File: src/rtl/pipe_drain_arbiter_if.sv
// Requester-side bundle for the pipe drain arbiter: level requests, done pulses,
// one-hot grants and pipe hold/stopped status.
interface pipe_drain_arbiter_if #(
   parameter int N_REQ = 4
);
   logic [N_REQ-1:0] req;
   logic [N_REQ-1:0] done;
   logic [N_REQ-1:0] grant;
   logic [2:0]       grant_id;
   logic             pipe_hold;
   logic             pipe_stopped;
   logic             timeout_err;

   modport master (
      output req, done,
      input  grant, grant_id, pipe_hold, pipe_stopped, timeout_err
   );

   modport slave (
      input  req, done,
      output grant, grant_id, pipe_hold, pipe_stopped, timeout_err
   );
endinterface

File: src/rtl/pipe_drain_arbiter.sv
// Round-robin arbiter granting exclusive datapath access after holding the pipe
// input for a fixed drain time; handoffs between requesters skip the re-drain.
module pipe_drain_arbiter #(
   parameter int N_REQ         = 4,
   parameter int DRAIN_CYCLES  = 15,
   parameter int GRANT_TIMEOUT = 256
) (
   input  logic                i_clock,
   input  logic                i_reset,
   pipe_drain_arbiter_if.slave io_arb
);

   localparam int DRAIN_W = (DRAIN_CYCLES > 1) ? $clog2(DRAIN_CYCLES) : 1;
   localparam int TO_W    = (GRANT_TIMEOUT > 1) ? $clog2(GRANT_TIMEOUT) : 1;
   localparam logic [DRAIN_W-1:0] DRAIN_LOAD = DRAIN_W'(DRAIN_CYCLES - 1);
   localparam logic [TO_W-1:0]    TO_LAST    = TO_W'(GRANT_TIMEOUT - 1);
   localparam logic [2:0]         LAST_IDX   = 3'(N_REQ - 1);

   typedef enum logic [1:0] {
      S_IDLE,
      S_DRAIN,
      S_GRANT,
      S_RELEASE
   } state_t;

   state_t             r_state;
   state_t             w_state_nxt;
   logic [2:0]         r_winner;
   logic [2:0]         w_winner_nxt;
   logic [2:0]         r_ptr;
   logic [2:0]         w_ptr_nxt;
   logic [DRAIN_W-1:0] r_drain_cnt;
   logic [DRAIN_W-1:0] w_drain_cnt_nxt;
   logic [TO_W-1:0]    r_to_cnt;
   logic [TO_W-1:0]    w_to_cnt_nxt;
   logic               r_timeout_err;
   logic               w_timeout_err_nxt;

   logic [N_REQ-1:0]   w_win_onehot;
   logic [2:0]         w_rr_pick;
   logic               w_any_req;
   logic               w_win_req;
   logic               w_win_done;
   logic               w_to_hit;

   // First set request at or after the pointer, wrapping modulo N_REQ.
   function automatic logic [2:0] f_rr_pick(input logic [N_REQ-1:0] req,
                                            input logic [2:0]       ptr);
      logic [2:0] pick;
      logic       found;
      int         idx;
      pick  = ptr;
      found = 1'b0;
      for (int i = 0; i < N_REQ; i++) begin
         idx = (int'(ptr) + i) % N_REQ;
         if (!found && req[idx]) begin
            pick  = 3'(idx);
            found = 1'b1;
         end
      end
      return pick;
   endfunction

   function automatic logic [2:0] f_next_ptr(input logic [2:0] winner);
      return (winner == LAST_IDX) ? 3'd0 : winner + 3'd1;
   endfunction

   assign w_win_onehot = {{(N_REQ-1){1'b0}}, 1'b1} << r_winner;
   assign w_rr_pick    = f_rr_pick(io_arb.req, r_ptr);
   assign w_any_req    = |io_arb.req;
   assign w_win_req    = |(io_arb.req & w_win_onehot);
   assign w_win_done   = |(io_arb.done & w_win_onehot);
   assign w_to_hit     = (GRANT_TIMEOUT != 0) && (r_to_cnt == TO_LAST);

   always_comb begin
      w_state_nxt       = r_state;
      w_winner_nxt      = r_winner;
      w_ptr_nxt         = r_ptr;
      w_drain_cnt_nxt   = r_drain_cnt;
      w_to_cnt_nxt      = r_to_cnt;
      w_timeout_err_nxt = r_timeout_err;
      case (r_state)
         S_IDLE: begin
            if (w_any_req) begin
               w_winner_nxt    = w_rr_pick;
               w_drain_cnt_nxt = DRAIN_LOAD;
               w_state_nxt     = S_DRAIN;
            end
         end
         S_DRAIN: begin
            // A requester that gave up while draining forfeits its turn.
            if (r_drain_cnt == '0) begin
               if (w_win_req) begin
                  w_to_cnt_nxt = '0;
                  w_state_nxt  = S_GRANT;
               end else begin
                  w_ptr_nxt    = f_next_ptr(r_winner);
                  w_state_nxt  = S_RELEASE;
               end
            end else begin
               w_drain_cnt_nxt = r_drain_cnt - DRAIN_W'(1);
            end
         end
         S_GRANT: begin
            if (w_win_done || !w_win_req || w_to_hit) begin
               w_ptr_nxt   = f_next_ptr(r_winner);
               w_state_nxt = S_RELEASE;
               // A timeout only counts as an error when nothing else ended the grant.
               if (w_to_hit && !w_win_done && w_win_req) begin
                  w_timeout_err_nxt = 1'b1;
               end
            end else if (GRANT_TIMEOUT != 0) begin
               w_to_cnt_nxt = r_to_cnt + TO_W'(1);
            end
         end
         S_RELEASE: begin
            if (w_any_req) begin
               w_winner_nxt = w_rr_pick;
               w_to_cnt_nxt = '0;
               w_state_nxt  = S_GRANT;
            end else begin
               w_state_nxt  = S_IDLE;
            end
         end
         default: begin
            w_state_nxt = S_IDLE;
         end
      endcase
   end

   always_ff @(posedge i_clock or posedge i_reset) begin
      if (i_reset) begin
         r_state       <= S_IDLE;
         r_winner      <= 3'd0;
         r_ptr         <= 3'd0;
         r_drain_cnt   <= '0;
         r_to_cnt      <= '0;
         r_timeout_err <= 1'b0;
      end else begin
         r_state       <= w_state_nxt;
         r_winner      <= w_winner_nxt;
         r_ptr         <= w_ptr_nxt;
         r_drain_cnt   <= w_drain_cnt_nxt;
         r_to_cnt      <= w_to_cnt_nxt;
         r_timeout_err <= w_timeout_err_nxt;
      end
   end

   // Outputs decode only registered state, so reset clears them immediately.
   assign io_arb.pipe_hold    = (r_state != S_IDLE);
   assign io_arb.pipe_stopped = (r_state == S_GRANT) || (r_state == S_RELEASE);
   assign io_arb.grant        = (r_state == S_GRANT) ? w_win_onehot : '0;
   assign io_arb.grant_id     = r_winner;
   assign io_arb.timeout_err  = r_timeout_err;

endmodule

File: src/flat_wrapper.sv
// flat-port wrapper written by rule: the top's interface ports become plain ports
module pipe_drain_arbiter_flat 
#(
   parameter int N_REQ         = 4,
   parameter int DRAIN_CYCLES  = 15,
   parameter int GRANT_TIMEOUT = 256
)
  (i_clock, i_reset, io_arb_req, io_arb_done, io_arb_grant, io_arb_grant_id, io_arb_pipe_hold, io_arb_pipe_stopped, io_arb_timeout_err);
  pipe_drain_arbiter_if #(.N_REQ(N_REQ)) io_arb_i ();
  input  logic i_clock;
  input  logic i_reset;
  input wire logic [$bits(io_arb_i.req)-1:0] io_arb_req;
  input wire logic [$bits(io_arb_i.done)-1:0] io_arb_done;
  output wire logic [$bits(io_arb_i.grant)-1:0] io_arb_grant;
  output wire logic [$bits(io_arb_i.grant_id)-1:0] io_arb_grant_id;
  output wire logic [$bits(io_arb_i.pipe_hold)-1:0] io_arb_pipe_hold;
  output wire logic [$bits(io_arb_i.pipe_stopped)-1:0] io_arb_pipe_stopped;
  output wire logic [$bits(io_arb_i.timeout_err)-1:0] io_arb_timeout_err;
  assign io_arb_i.req = io_arb_req;
  assign io_arb_i.done = io_arb_done;
  assign io_arb_grant = io_arb_i.grant;
  assign io_arb_grant_id = io_arb_i.grant_id;
  assign io_arb_pipe_hold = io_arb_i.pipe_hold;
  assign io_arb_pipe_stopped = io_arb_i.pipe_stopped;
  assign io_arb_timeout_err = io_arb_i.timeout_err;
  pipe_drain_arbiter #(.N_REQ(N_REQ), .DRAIN_CYCLES(DRAIN_CYCLES), .GRANT_TIMEOUT(GRANT_TIMEOUT)) u_core (.i_clock(i_clock), .i_reset(i_reset), .io_arb(io_arb_i));
endmodule
File: config.mk
export PLATFORM = sky130hd
export DESIGN_NAME = pipe_drain_arbiter_flat
export DESIGN_NICKNAME = d
export VERILOG_FILES = /design/src/rtl/pipe_drain_arbiter_if.sv /design/src/rtl/pipe_drain_arbiter.sv /design/src/flat_wrapper.sv
export SDC_FILE = /design/constraint.sdc
export NUM_CORES = 1
export LEC_CHECK = 0
export ABC_AREA = 1
export BUFFER_PORTS_ARGS = -buffer_cell sky130_fd_sc_hd__buf_2
export CORE_MARGIN = 8
export CORE_UTILIZATION = 50
export DETAILED_ROUTE_END_ITERATION = 7
export GPL_TIMING_DRIVEN = 0
export PLACE_DENSITY_LB_ADDON = 0.08
export SLEW_MARGIN = 0
export SYNTH_ARGS = -nofsm -noshare
export SYNTH_HDL_FRONTEND = slang
export SYNTH_SLANG_ARGS = --single-unit
File: constraint.sdc
create_clock -name i_clock -period 1.75 [get_ports i_clock]
set_input_delay 0.35 -clock i_clock [delete_from_list [all_inputs] [get_ports i_clock]]
set_output_delay 0.35 -clock i_clock [all_outputs]
set_load 0.1 [all_outputs]
Word level (Yosys, flattened, before mapping)
Index checks and enable logic that the tools add are counted.

Register bits after elaboration: 21. Input bits: 10. Output and inout port bits: 10. Logic and storage cells: 105.

Add/sub/neg operators: 6. $lt $le $gt $ge: 4. Eq/ne operators: 13. Shift-type cells: 1. Muxes and demuxes: 38. Bitwise gates (word level): 5. Reduce and logical (&&, ||, !) cells: 32.

Operators with widths (number): 2-to-1 mux 8 bit (4); 2-to-1 mux 3 bit (8); case mux 8 bit (3 select lines) (1); < comparator 3 x 4 -> 1 bit (second input constant) (3); 2-to-1 mux 4 bit (3); OR reduction 4 bit (3); 2-to-1 mux 1 bit (11); != test 2 x 1 -> 1 bit (second input constant) (5); AND reduction 3 bit (3); adder 8 x 1 -> 8 bit (second input constant) (1); AND 4 bit (2); binary-select mux 1 bit (select 2 bit) (4); == test 8 bit (second input constant) (1); 2-to-1 mux 2 bit (4); case mux 2 bit (4 select lines) (1); case mux 4 bit (2 select lines) (1); OR reduction 2 bit (4); != test 2 bit (second input constant) (3); case mux 3 bit (2 select lines) (1); nonzero test 2 bit (3); logical AND 1 bit (5); logical NOT 1 bit (5); AND reduction 5 bit (1); adder 2 bit (second input constant) (2); 15 further kinds (20).

Logic depth before layout (Yosys ltp)
Depth in word-level cells: 14. Gate-level depth with buffers: 13. Gate-level depth less buffers: 12.

Worst setup path before layout
OpenSTA, ideal clock, no wires.

Path type: reg-to-output. Start: reg u_core.r_winner[0] (netlist: u_core.io_arb.grant_id[0]). End: out io_arb_grant[3]. Arrival: 3.319 ns. Required time: 1.400 ns. Setup slack: -1.919 ns. Stages on the path, launching flop included: 4. Buffers on the path: 0. Path through: dfrtp_1 -> ha_1 -> inv_1 -> nor3_1.

Word-level cells in the longest chain between the ends: 2.

Ends and longest elaborated chain: start: declaration (RTL line pipe_drain_arbiter.sv:28) `logic [2:0] r_winner;`; start signal: assignment (RTL line pipe_drain_arbiter.sv:141) `r_winner <= w_winner_nxt;`; << shifter 1 x 3 -> 4 bit (RTL line pipe_drain_arbiter.sv:68) `assign w_win_onehot = {{(N_REQ-1){1'b0}}, 1'b1} << r_winner;`; 2-to-1 mux 4 bit (RTL line pipe_drain_arbiter.sv:152) `assign io_arb.grant = (r_state == S_GRANT) ? w_win_onehot : '0;`; end: declaration (RTL line flat_wrapper.sv:14) `output wire logic [$bits(io_arb_i.grant)-1:0] io_arb_grant;`.

Every way passes these cells.

Worst setup path in the final report
Start: reg u_core.r_state[1]. End: out io_arb_pipe_stopped.

Word-level cells in the longest chain between the ends: 2. Elaborated cells between the ends (all ways): 3. Classes of those cells: eq/ne: 2; reduce/logical: 1.

Ends and longest elaborated chain: start: declaration (RTL line pipe_drain_arbiter.sv:26) `state_t r_state;`; start signal: assignment (RTL line pipe_drain_arbiter.sv:140) `r_state <= w_state_nxt;`; == test 2 bit (RTL line pipe_drain_arbiter.sv:151) `assign io_arb.pipe_stopped = (r_state == S_GRANT) || (r_state == S_RELEASE);`; logical OR 1 bit (*) (RTL line pipe_drain_arbiter.sv:151); end: declaration (RTL line flat_wrapper.sv:17) `output wire logic [$bits(io_arb_i.pipe_stopped)-1:0] io_arb_pipe_stopped;`.

Mark *: on every way between the ends. The rest lies on a longest branch, timed or not.

==> summary.txt <==
Drt
  • # DRC: 0
  • Final wirelength: 4.36 mm
  • Post-route ant nets: 0
  • Vias: around 1700
  • Wirelength per Cell: around 13 um
  • Vias per cell: 5.16
  • Drt pass-1 iters: 4
  • Starting DRC count in detailed routing: 75

Power and ir drop
  • Final total power: around 4.9 mW
  • Maximum vdd drop: 0.00166 V
  • Static Leakage: 1.14 nW
  • PwrDens: 2020 mW/mm^2

STA
  • Final setup vio count: 18
  • Worst slew pin tran: 0.779 ns
  • Final Cycle Share: 106%
  • RSZ-0062 raised after global routing: yes
  • Max Slew Vio Count: 0
  • Final hold vios: 0
  • Worst Clk Skew: around 0.019 ns
  • Final worst slack: -0.110 ns
  • Max Fclk: between 500 and 600 MHz
  • Hold_ws: between 0.1 and 0.15 ns
  • Minimum clock period: between 1.5 and 2 ns
  • Max_slew headroom: 48.0%

Synth
  • Compound-gate portion of the synthesized area: a little under an eighth
  • Netlist cell types: 24
  • Avg Cell Area, Syn: a little under 7 sq um
  • Synth warn: 0
  • Top cells by count, synth: nand2_1, nand3_1, inv_1
  • Syn nets: ~260
  • Mapped Area: 0.00162 sq mm
  • Simple-gate share of the synthesized area: between 40% and 50%
  • Most used DFF post-synth: dfrtp_1
  • FFs w/ async S/R, synth: 100%
  • Count of flip-flops with a built-in enable after synthesis: 0
  • Count leader, synth: nand2_1
  • Sequential share of the synthesized area: a little under a third
  • Synth top area share: a little under a third
  • Post-synthesis mux area share: 0%
  • Synthesized instance count: ~240
  • Synth Register Bits: 20
  • Area contributors post-synth: dfrtp_1, nand2_1, nand3_1
  • Largest family of logic cells by synthesized area: simple AND/OR/NAND/NOR gates
  • Post-synthesis adder-cell area fraction: under 10%
  • Area leader, netlist: dfrtp_1
  • Synth Area in XOR/XNOR: less than 1%

Floorplan
  • Core area: just over 0.003 sq mm
  • Effective utilization at floorplan: between 50% and 60%
  • Die width: 72.9 um
  • Die Ht: approximately 73 um
  • # rows: 20
  • Io pins: 20
  • Die area: about 0.0053 sq mm

Clock tree
  • CTS tree: yes
  • H-tree level count: 1
  • Worst-skew pair later-pin latency: approximately 0.33 ns
  • Clock sinks: 20
  • CTS Buf Count: 3
  • Worst-path clk slew: ~0.14 ns
  • Clock Tree Buf Depth: 2
  • Root Buffer: clkbuf_4

Critical path
  • CP Data Arrival Time: between 1.5 and 2 ns
  • Crit-path max FO: 3
  • Setup CP Type: flop to output pin
  • Req. time, crit path: 1.40 ns
  • R2R cell count: 12
  • Worst r2r dst: u_core.r_to_cnt[5]
  • Crit path launch type: flop
  • CP Capture Type: output pin
  • Reg-to-Reg Start: u_core.io_arb.grant_id[1]
  • R2R Setup Slk: -0.06 ns

Global route
  • Vias in the first global route: roughly 1500
  • First-pass GRT wire length: about 6.8 mm
  • GRT Residual Overflow: 0
  • Largest net degree at the start of global routing: 21
  • GRT Total Usage: about 16%
  • Antenna violations before repair: 0

Final layout
  • Nets: just over 300
  • P&R area growth vs syn: 49.4%
  • Ant. Diodes: 0
  • Layout cells sized above 1: about two fifths

Placement
  • Port Buffers: 19
  • Gpl congestion: around 0.85
  • DP Wirelength: roughly 2.7 mm

Hold path
  • Hold Crit Class: input port to async pin

Run status
  • Outcome: finished with violations
  • Failing checks: negative setup slack

Run
  • Max_cap viols: 0
-- cells in the final DEF, fill, tap and decap left out, types with 2 or more instances in the layout --
cell type,count
nor2_2,3
nand3_2,5
or2_2,2
o21ai_0,6
ha_4,7
inv_2,5
buf_2,13
o21bai_1,2
inv_1,17
nor2_4,7
buf_4,17
buf_6,6
o21ai_2,8
dfrtp_1,16
nand2_2,9
a21oi_1,3
nand2_4,4
nand4_1,7
nor2_1,9
nor3_1,2
ha_1,4
clkbuf_4,4
dfrtp_4,2
nand3_1,24
nand2_1,70
buf_12,6
dfrtp_2,2
inv_4,5
nand3b_1,4
o21ai_1,3
-- state kept, by name, summed over array words and instances, names as in the netlist --
name                       flops
u_core.r_to_cnt                8
u_core.r_drain_cnt             4
u_core.io_arb.grant_id         3
u_core.r_ptr                   2
u_core.r_state                 2
u_core.io_arb.timeout_err      1
-- cell type report --
type | count | area (sq um)
Clock buffer | 3 | 22.5
Tap cell | 44 | 55.1
Sequential cell | 20 | 510
Inverter | 29 | 130
Multi-Input combinational cell | 186 | 1230
Fill cell | 218 | 659
Buffer | 3 | 33.8
Clock inverter | 1 | 30.0
Timing Repair Buffer | 43 | 408
-- worst max path at each step --
stage	from	endpoint	slack (ns)	cells after the start
2_1_floorplan	u_core.io_arb.grant_id[1]	io_arb_grant[3]	-0.23	3
3_3_place_gp	u_core.r_state[0]	io_arb_pipe_stopped	-0.40	5
3_5_place_dp	u_core.r_state[0]	io_arb_pipe_stopped	-0.41	5
4_1_cts	u_core.r_state[1]	io_arb_pipe_stopped	-0.09	4
5_1_grt	u_core.r_to_cnt[0]	u_core.r_to_cnt[6]	-0.17	10
6_report	u_core.r_state[1]	io_arb_pipe_stopped	-0.11	4
-- repair_timing --
item | in CTS | in global routing
gates resized for setup | 53 | 28
setup buffers | 13 | 10
pin swaps | 8 | 10
hold buffers | 0 | 0
cloned | 0 | 1
endpoints found under the setup margin | 15 | 21
-- per-stage QoR --
| stage | util [%] | setup WS [ns] | instances | area, sq um | setup TNS [ns] |
|---|---|---|---|---|---|
| finish | 78.6 | -0.110 | 329 | 2420 | -0.993 |
| global route | 78.6 | -0.171 | 329 | 2420 | -2.51 |
| CTS | 72.0 | -0.0858 | 318 | 2220 | -0.523 |
| detailed placement | 60.4 | -0.405 | 301 | 1860 | -1.58 |
| global placement | 60.4 | -0.398 | 301 | 1860 | -1.35 |
| floorplan | - | -0.228 | 238 | 1710 | -1.57 |
-- report_power, final --
part / internal (mW) / switching [mW] / leakage (nW)
logic: 1.52 / 2.19 / 0.863
registers: 0.611 / 0.160 / 0.250
clock network: 0.232 / 0.163 / 0.0279
-- cell families (layout without fill, tap and decap cells) --
logic type | Yosys count | after routing
adder cells (fa/ha/maj) | 11 | 11
buffers and inverters | 32 | 79
AND/OR/NAND/NOR | 149 | 149
XOR/XNOR | 1 | 1
flip-flops | 20 | 20
AO/OA/AOI/OAI | 25 | 25
-- critical path, stage by stage, from the launching register on --
cell	delay [ns]
dfrtp_1	0.46
buf_6	0.16
ha_4	0.16
or2_4	0.25
buf_12	0.17
-- per-layer routing --
metal	share of wire [%]	vias up	global-route usage, %
li1	-	862	-
met1	45	788	18.9
met2	49	39	27.6
met3	4.0	10	3.02
met4	1.8	0	2.89
met5	0	-	0
Power figures use the tool's default switching activity.
